`config.mk`:
```
export PLATFORM = sky130hd
export DESIGN_NAME = mult_booth
export DESIGN_NICKNAME = d
export VERILOG_FILES = /design/src/rtl/mult_pkg.sv /design/src/rtl/booth_step.sv /design/src/rtl/mult_booth.sv
export SDC_FILE = /design/constraint.sdc
export NUM_CORES = 1
export LEC_CHECK = 0
export BUFFER_PORTS_ARGS = -buffer_cell sky130_fd_sc_hd__clkbuf_2
export CORE_UTILIZATION = 58
export CTS_CLUSTER_DIAMETER = 40
export DETAILED_ROUTE_END_ITERATION = 6
export PLACE_DENSITY = 0.8
export SYNTH_ARGS = -nofsm -noshare
export SYNTH_HDL_FRONTEND = slang
export SYNTH_HIERARCHICAL = 1
export SYNTH_SLANG_ARGS = --single-unit
```
`constraint.sdc`:
```
create_clock -name clock -period 4.9 [get_ports clock]
set_input_delay 0.245 -clock clock [delete_from_list [all_inputs] [get_ports clock]]
set_output_delay 0.245 -clock clock [all_outputs]
set_load 0.02 [all_outputs]
```
`src/rtl/mult_pkg.sv`:
```
// mult_pkg
//   Shared definitions for the sequential Booth multiplier.
//   - mult_state_t : controller states (IDLE, RUN, DONE)
//   - MULT_WIDTH   : default operand width (MIPS word)
//   - cnt_width()  : step counter width for a given operand width
//   - MULT_CNT_W   : step counter width for the default operand width
package mult_pkg;

  typedef enum logic [1:0] {
    IDLE = 2'd0,
    RUN  = 2'd1,
    DONE = 2'd2
  } mult_state_t;

  localparam int MULT_WIDTH = 32;

  // The counter must be able to hold the last step index (WIDTH), so WIDTH+2
  // values keeps it safely wide for any WIDTH.
  function automatic int cnt_width(input int w);
    return $clog2(w + 2);
  endfunction

  localparam int MULT_CNT_W = cnt_width(MULT_WIDTH);

endpackage

```
`src/rtl/booth_step.sv`:
```
// booth_step
//   One combinational radix-2 Booth iteration on the WIDTH+1 bit accumulator.
//   Ports:
//     a       in  WIDTH+1  current accumulator (upper half of {A,Q,q_1})
//     m       in  WIDTH+1  extended multiplicand
//     q0      in  1        current LSB of Q
//     q1      in  1        bit shifted out on the previous step
//     a_next  out WIDTH+1  accumulator after add/sub and arithmetic shift
//     q_in    out 1        bit shifted from A into the MSB of Q
//     q1_next out 1        new q_1 (the old Q LSB)
module booth_step #(
  parameter int WIDTH = 32
) (
  input  logic [WIDTH:0] a,
  input  logic [WIDTH:0] m,
  input  logic           q0,
  input  logic           q1,
  output logic [WIDTH:0] a_next,
  output logic           q_in,
  output logic           q1_next
);

  logic [WIDTH:0] sum;

  // 01 marks the end of a run of ones (add), 10 the start of one (subtract).
  // Sums wrap mod 2^(WIDTH+1); the final product only uses the low 2*WIDTH bits.
  always_comb begin
    sum = a;
    case ({q0, q1})
      2'b01:   sum = a + m;
      2'b10:   sum = a - m;
      default: sum = a;
    endcase
  end

  assign a_next  = {sum[WIDTH], sum[WIDTH:1]};
  assign q_in    = sum[0];
  assign q1_next = q0;

endmodule

```
`src/rtl/mult_booth.sv`:
```
// mult_booth
//   Sequential radix-2 Booth multiplier for mult/multu. Operands are
//   extended to WIDTH+1 bits so a single signed datapath of WIDTH+1 steps
//   covers both signed and unsigned products.
//   Ports:
//     clock      in  1      rising-edge clock
//     reset      in  1      synchronous, active-low
//     RegAOut    in  WIDTH  multiplicand (rs), sampled at start
//     RegBOut    in  WIDTH  multiplier (rt), sampled at start
//     MultSigned in  1      1 = signed (mult), 0 = unsigned (multu)
//     MultCtrl   in  1      level request, held for the whole operation
//     MultDone   out 1      result valid while MultCtrl stays high
//     MultHIOut  out WIDTH  upper half of the product
//     MultLOOut  out WIDTH  lower half of the product
module mult_booth
  import mult_pkg::*;
#(
  parameter int WIDTH = MULT_WIDTH
) (
  input  logic             clock,
  input  logic             reset,
  input  logic [WIDTH-1:0] RegAOut,
  input  logic [WIDTH-1:0] RegBOut,
  input  logic             MultSigned,
  input  logic             MultCtrl,
  output logic             MultDone,
  output logic [WIDTH-1:0] MultHIOut,
  output logic [WIDTH-1:0] MultLOOut
);

  localparam int CW = cnt_width(WIDTH);
  localparam logic [CW-1:0] LAST_STEP = CW'(WIDTH);

  mult_state_t    state;
  logic [WIDTH:0] m_reg;
  logic [WIDTH:0] a_reg;
  logic [WIDTH:0] q_reg;
  logic           q1_reg;
  logic [CW-1:0]  step;

  logic [WIDTH:0] a_ext;
  logic [WIDTH:0] b_ext;
  logic [WIDTH:0] a_next;
  logic           q_in;
  logic           q1_next;

  assign a_ext = MultSigned ? {RegAOut[WIDTH-1], RegAOut} : {1'b0, RegAOut};
  assign b_ext = MultSigned ? {RegBOut[WIDTH-1], RegBOut} : {1'b0, RegBOut};

  booth_step #(.WIDTH(WIDTH)) u_step (
    .a       (a_reg),
    .m       (m_reg),
    .q0      (q_reg[0]),
    .q1      (q1_reg),
    .a_next  (a_next),
    .q_in    (q_in),
    .q1_next (q1_next)
  );

  // The result is taken from the shifted values of the final step, so HI is
  // the low WIDTH-1 bits of the new A followed by the bit entering Q, and LO
  // is the new Q without its top bit. The two extra top bits of the
  // 2*WIDTH+2 bit register pair are only sign copies and are dropped.
  always_ff @(posedge clock) begin
    if (!reset) begin
      state     <= IDLE;
      MultDone  <= 1'b0;
      MultHIOut <= '0;
      MultLOOut <= '0;
      m_reg     <= '0;
      a_reg     <= '0;
      q_reg     <= '0;
      q1_reg    <= 1'b0;
      step      <= '0;
    end else begin
      case (state)
        IDLE: begin
          MultDone <= 1'b0;
          if (MultCtrl) begin
            m_reg  <= a_ext;
            a_reg  <= '0;
            q_reg  <= b_ext;
            q1_reg <= 1'b0;
            step   <= '0;
            state  <= RUN;
          end
        end
        RUN: begin
          if (!MultCtrl) begin
            MultDone <= 1'b0;
            state    <= IDLE;
          end else begin
            a_reg  <= a_next;
            q_reg  <= {q_in, q_reg[WIDTH:1]};
            q1_reg <= q1_next;
            step   <= step + 1'b1;
            if (step == LAST_STEP) begin
              MultHIOut <= {a_next[WIDTH-2:0], q_in};
              MultLOOut <= q_reg[WIDTH:1];
              MultDone  <= 1'b1;
              state     <= DONE;
            end
          end
        end
        DONE: begin
          if (!MultCtrl) begin
            MultDone <= 1'b0;
            state    <= IDLE;
          end
        end
        default: begin
          MultDone <= 1'b0;
          state    <= IDLE;
        end
      endcase
    end
  end

endmodule

```
# Word level (Yosys, flattened, before mapping)
# Index checks and enable logic that the tools add are counted.
[classes] addsub=3 mul=0 n_div=0 n_lt_le_gt_ge=0 n_eq_ne=9 shift=0 n_mux=24 bitwise_logic=0 n_reduce_logical=7
[op_table] operator="$mux W33" n=6
[op_table] operator="$pmux W33 S2" n=3
[op_table] operator="$add A33 B33 Y33" n=1
[op_table] operator="$sub A33 B33 Y33" n=1
[op_table] operator="$mux W6" n=2
[op_table] operator="$pmux W6 S2" n=1
[op_table] operator="$reduce_and A3 Y1" n=3
[op_table] operator="$mux W2" n=4
[op_table] operator="$add A6 B1 Y6 const B" n=1
[op_table] operator="$eq A6 B6 Y1 const B" n=1
[op_table] operator="$ne A2 B2 Y1 const B" n=3
[op_table] operator="$pmux W2 S3" n=1
[op_table] operator="$mux W1" n=5
[op_table] operator="$eq A2 B1 Y1 const B" n=2
[op_table] operator="$eq A2 B2 Y1 const B" n=2
[op_table] operator="$pmux W1 S2" n=2
[op_table] operator="$reduce_and A2 Y1" n=2
[op_table] operator="$ne A3 B3 Y1 const B" n=1
[op_table] operator="$logic_not A2 Y1" n=1
[op_table] operator="$reduce_bool A2 Y1" n=1
[word_totals] reg_bits=173 latch_bits=0 mem_bits_rw=0 romBits=0 input_bits=68 out_inout_bits=65 wordCells=52 mem_count=0

# Logic depth before layout (Yosys ltp)
[logic_depth] depth_word=4 depth_mapped=20

# Hierarchy
# Netlist, hierarchy kept.
[by_module_without_submodules] mod="mult_booth" n_inst=1 cells_per_inst=771 area_per_inst_um2=6676.4 seq_area_each_um2=3463.3
[by_module_without_submodules] mod="booth_step" n_inst=1 cells_per_inst=469 area_per_inst_um2=3090.5 seq_area_each_um2=0.0

# Worst setup path after synthesis
# OpenSTA, ideal clock, no wires.
[synth_path] kind="register -> register" from="register m_reg[3]" to="register a_reg[32]" setup_ps=65 t_arrival_ps=3741 required_time_ps=4835 path_slack_ps=1094 stages_incl_launch_ff=19 cell_sequence="dfxtp_1 nor4_1 nand3_1 nor2_1 nand2_1 nor4_1 nor2_1 xnor2_1 ha_1 nand2_1 nor3_1 nand2_1 a211oi_1 nor3_2 a221o_1 a2111oi_2 buf_4 a22oi_1 nor2_1"
[synth_via] elab_chain_len=4
[synth_lines] item="start, declared" line_no="mult_booth.sv:35" source="logic [WIDTH:0] m_reg;"
[synth_lines] item="start signal, assigned" line_no="mult_booth.sv:80" source="m_reg <= a_ext;"
[synth_lines] item="$sub A33 B33 Y33 / $add A33 B33 Y33 (equally long branches)" line_no="booth_step.sv:31, booth_step.sv:30"
[synth_lines] item="$pmux W33 S2 (*)" line_no="booth_step.sv:29" source="case ({q0, q1})"
[synth_lines] item="via a_next[31]" line_no="mult_booth.sv:43" source="logic [WIDTH:0] a_next;"
[synth_lines] item="$mux W33 (*)" line_no="mult_booth.sv:89" source="if (!MultCtrl) begin"
[synth_lines] item="$pmux W33 S2 (*)" line_no="mult_booth.sv:76" source="case (state)"
[synth_lines] item="end signal, assigned" line_no="mult_booth.sv:93" source="a_reg <= a_next;"
[synth_lines] item="end, declared" line_no="mult_booth.sv:36" source="logic [WIDTH:0] a_reg;"
# The timed path passes the listed nets; every way through them passes the cells marked *. The select of a mux whose other input is x is not followed.
# A chain may end at the register's enable or synchronous reset.

# Worst setup path in the final report
# Same ends and word-level chain as after synthesis.

==> impl_results.html <==
<table>
<tr><th>Metric</th><th>Value</th></tr>
<tr><th colspan="2">Logic synthesis</th></tr>
<tr><td>Most frequent cells after synthesis</td><td>nand2_1, dfxtp_1, a21oi_1, nor2_1, o21ai_0</td></tr>
<tr><td>Mapped Nets</td><td>1345</td></tr>
<tr><td>Sequential share of the synthesized area</td><td>around 35%</td></tr>
<tr><td>Number of synthesized register bits</td><td>173</td></tr>
<tr><td>Mapped Avg Cell Area</td><td>around 7.9 sq um</td></tr>
<tr><td>Share of cell area taken by muxes after synthesis</td><td>7.31%</td></tr>
<tr><td>Post-synth EDFFs</td><td>0</td></tr>
<tr><td>Synthesis Warnings</td><td>6</td></tr>
<tr><td>Combinational family with the most area after synthesis</td><td>simple AND/OR/NAND/NOR gates</td></tr>
<tr><td>Number of distinct library cell variants in the gate-level netlist after synthesis</td><td>75</td></tr>
<tr><td>Post-synthesis simple-gate area fraction</td><td>22.1%</td></tr>
<tr><td>Share of the synthesized area in the top cell type</td><td>35.5%</td></tr>
<tr><td>Area fraction in compound gates after synthesis</td><td>approximately a fifth</td></tr>
<tr><td>Synth Area in XOR/XNOR</td><td>4.91%</td></tr>
<tr><td>Adder and majority cell fraction of the synthesized area</td><td>4.82%</td></tr>
<tr><td>Most frequent cell after synthesis</td><td>nand2_1</td></tr>
<tr><td>Share of synthesized registers carrying an async set or reset</td><td>0%</td></tr>
<tr><td>Synth top area cells</td><td>dfxtp_1, nand2_1, mux2i_1, ha_1, a21oi_1</td></tr>
<tr><td>Number of instances in the synthesized netlist</td><td>1240</td></tr>
<tr><td>Post-synthesis instance area</td><td>9770 sq um</td></tr>
<tr><td>Library cell occupying the most area in the post-synthesis netlist</td><td>dfxtp_1</td></tr>
<tr><td>Top FF cell, synth</td><td>dfxtp_1</td></tr>
<tr><th colspan="2">Detailed routing</th></tr>
<tr><td>Via/cell ratio</td><td>5.76</td></tr>
<tr><td>Count of vias placed by the detailed router</td><td>8915</td></tr>
<tr><td>DRC violation total after the first TritonRoute iteration</td><td>675</td></tr>
<tr><td>Number of nets with antenna violations after detailed routing</td><td>0</td></tr>
<tr><td>Average wire per standard cell</td><td>15.6 um</td></tr>
<tr><td>First-pass DRT Iterations</td><td>6</td></tr>
<tr><td># DRC</td><td>0</td></tr>
<tr><td>Drt total wl</td><td>24100 um</td></tr>
<tr><th colspan="2">Clock network</th></tr>
<tr><td>CTS Hold Buffers Added</td><td>0</td></tr>
<tr><td>Clk sink count</td><td>~170</td></tr>
<tr><td>CTS tree</td><td>built</td></tr>
<tr><td>Buffer type at the clock tree root</td><td>clkbuf_16</td></tr>
<tr><td>Number of clock buffers inserted by TritonCTS</td><td>17</td></tr>
<tr><td>Maximum level of the CTS H-tree</td><td>4</td></tr>
<tr><td>Clock latency reported for the late side of the worst-skew pair</td><td>440 ps</td></tr>
<tr><td>CTS clock-pin slew for the worst setup and hold paths</td><td>70 ps</td></tr>
<tr><td>Clk buf depth</td><td>2</td></tr>
<tr><th colspan="2">Power</th></tr>
<tr><td>Pwr Density</td><td>315 nW/um^2</td></tr>
<tr><td>Pint</td><td>2.37 mW</td></tr>
<tr><td>Sw frac</td><td>31.0%</td></tr>
<tr><td>Switching power</td><td>1.06 mW</td></tr>
<tr><td>Worst-case vdd ir drop</td><td>0.000282 V</td></tr>
<tr><td>LEAKAGE</td><td>4.23 nW</td></tr>
<tr><td>Portion of total power attributed to combinational logic</td><td>18.4%</td></tr>
<tr><td>Clock network fraction of design power</td><td>38.2%</td></tr>
<tr><td>Relative contribution of sequential cells to total power</td><td>43.4%</td></tr>
<tr><th colspan="2">Floorplanning</th></tr>
<tr><td>Chip width</td><td>132 um</td></tr>
<tr><td>Number of placement rows</td><td>47</td></tr>
<tr><td>Boundary Pins</td><td>133</td></tr>
<tr><td>Die area</td><td>approximately 17000 sq um</td></tr>
<tr><td>Total core area</td><td>16500 sq um</td></tr>
<tr><td>Starting density of the core</td><td>59.1%</td></tr>
<tr><td>Vertical die dimension</td><td>about 130 um</td></tr>
<tr><th colspan="2">Cells and area</th></tr>
<tr><td>Filler-free cell count of the finished design</td><td>1549</td></tr>
<tr><td># nets final</td><td>1421</td></tr>
<tr><td>Fraction of final layout cells sized beyond drive strength 1</td><td>15.6%</td></tr>
<tr><td>Fill cell total of the finished layout</td><td>1439</td></tr>
<tr><td>Antenna diode count</td><td>0</td></tr>
<tr><td>Area delta synth-&gt;final</td><td>11.6%</td></tr>
<tr><th colspan="2">Timing</th></tr>
<tr><td>Number of pins with negative max-slew slack in the final report</td><td>0</td></tr>
<tr><td>Final hold vios</td><td>0</td></tr>
<tr><td>Slew headroom</td><td>between 20 and 25%</td></tr>
<tr><td>Number of failing setup endpoints in the final timing report</td><td>0</td></tr>
<tr><td>Slew at the pin with the worst max-slew slack</td><td>1180 ps</td></tr>
<tr><td>Post-route fraction of the period consumed by the critical path</td><td>88.6%</td></tr>
<tr><td>Setup Skew</td><td>10.4 ps</td></tr>
<tr><td>Final period demand of the worst path</td><td>4340 ps</td></tr>
<tr><td>Setup repair after global routing missed its margin</td><td>false</td></tr>
<tr><td>TNS Setup</td><td>0 ps</td></tr>
<tr><td>Fmax</td><td>0.230 GHz</td></tr>
<tr><th colspan="2">Global routing</th></tr>
<tr><td>All-layer global routing usage</td><td>approximately 28%</td></tr>
<tr><td>Vias in the first global route</td><td>between 8000 and 9000</td></tr>
<tr><td>Global-route congestion overflow total</td><td>0</td></tr>
<tr><td>Initial antenna violation count</td><td>1</td></tr>
<tr><td>First-pass GRT wire length</td><td>just under 40000 um</td></tr>
<tr><td>Largest net degree at the start of global routing</td><td>107</td></tr>
<tr><th colspan="2">Run status</th></tr>
<tr><td>Run status</td><td>finished clean</td></tr>
<tr><th colspan="2">Hold path</th></tr>
<tr><td>Min-delay worst type</td><td>primary input to flop</td></tr>
<tr><th colspan="2">Worst setup path</th></tr>
<tr><td>Arrival time reported for the critical path endpoint</td><td>roughly 4700 ps</td></tr>
<tr><td>Peak fanout along the critical path</td><td>7</td></tr>
<tr><td>Setup crit start kind</td><td>flop</td></tr>
<tr><td>Data required time of the worst path</td><td>5260 ps</td></tr>
<tr><td>Path type of the worst setup path</td><td>flop to flop</td></tr>
<tr><td>Endpoint type of the worst setup path</td><td>flop</td></tr>
<tr><th colspan="2">Placed design</th></tr>
<tr><td>Placed cell count</td><td>around 1500</td></tr>
<tr><td>Count of input and output buffers</td><td>132</td></tr>
<tr><td>Gpl congestion</td><td>approximately 0.94</td></tr>
<tr><td>Detailed placer's ending HPWL</td><td>16800 um</td></tr>
<tr><th colspan="2">Run</th></tr>
<tr><td>Maxcap violations</td><td>0</td></tr>
</table>
==> metrics by stage <==
step / utilization, % / area, sq um / power (mW) / hold WS (ps) / worst slack (ps)
floorplan: - / 9770 / 1.99 / 381 / 1090
global placement: 62.5 / 10300 / 2.13 / 441 / 662
detailed placement: 62.5 / 10300 / 2.14 / 446 / 556
CTS: 65.9 / 10900 / 3.44 / 12.8 / 471
global route: 66.0 / 10900 / 3.58 / 22.3 / 170
finish: 66.0 / 10900 / 3.44 / 27.0 / 559
==> repair_timing <==
action | CTS | global route
setup endpoints to repair | 0 | 2
resized for setup | 0 | 1
buffers inserted | 0 | 0
==> cell type report <==
type | count | area, sq um | area share [%]
timing repair buffer | 143 | 746 | 6.84
multi-input combinational | 957 | 5760 | 52.9
clock inverter | 13 | 120 | 1.10
tap | 220 | 275 | 2.53
sequential | 173 | 3460 | 31.8
clock buffer | 19 | 443 | 4.06
inverter | 24 | 90.1 | 0.826
==> critical path, stage by stage (launching register included) <==
cell and delay [ps]:
dfxtp_1 360, nor4_2 460, nand3_1 120, nor2_1 110, buf_4 150, nand2_1 70
nor4_1 210, nor2_1 100, xnor2_1 140, ha_1 350, nand2_1 110, nor3_1 280
nand2_1 90, a211oi_1 500, nor3_2 210, a221o_1 370, a2111oi_2 380, a22oi_1 120
nor2_1 120
==> placed cells by master (no fill, tap or decap), types with 7 or more instances in the layout <==
cell type  Yosys  layout
inv_1         22      21
mux2i_1       68      68
xnor2_1       43      43
a21oi_1       85      85
nand4_1        7       7
nor2_1        85      85
a21o_1        15      15
buf_4          3      12
a31oi_1       46      46
o21ai_0       75      75
nand3_1       16      16
nand2_1      313     313
xor2_1         8       8
a22oi_1       35      35
nor3_1        12      12
ha_1          36      36
dfxtp_1      173     173
clkbuf_16      0      17
clkbuf_2       2     131
a211oi_1       9       9
nand2b_1       7       7
==> cells by family (layout without fill, tap and decap cells) <==
| kind of cell | count (synthesis) | after routing |
|---|---|---|
| adders and majority gates | 37 | 37 |
| muxes | 71 | 71 |
| AOI/OAI and AO/OA | 308 | 308 |
| buffers and inverters | 110 | 199 |
| and+or+nand+nor | 488 | 488 |
| xor gates and xnor gates | 53 | 53 |
| DFF | 173 | 173 |
==> layer usage <==
metal / up-vias / wire, um / track usage [%]
li1: 4469 / - / -
met1: 4113 / 10600 / 34.4
met2: 278 / 11400 / 47.1
met3: 53 / 1280 / 5.07
met4: 2 / 715 / 12.8
met5: - / 13 / 0
==> final timing paths <==
kind	cells past startpoint	endpoint	from	slack, ps
worst min-delay path	3	m_reg[9]	RegAOut[9]	30
worst max-delay path	18	a_reg[32]	m_reg[3]	560
worst max register to register	18	a_reg[32]	m_reg[3]	560
worst min register to register	2	MultLOOut[21]	MultLOOut[21]	460
==> power by group through the flow <==
stage | registers [mW] | clock network [mW] | logic, mW
floorplan | 1.51 | 0 | 0.480
global placement | 1.52 | 0 | 0.608
detailed placement | 1.52 | 0 | 0.617
CTS | 1.49 | 1.33 | 0.624
global route | 1.50 | 1.38 | 0.696
finish | 1.49 | 1.31 | 0.632
No activity file was read; power rests on OpenSTA's default activity.
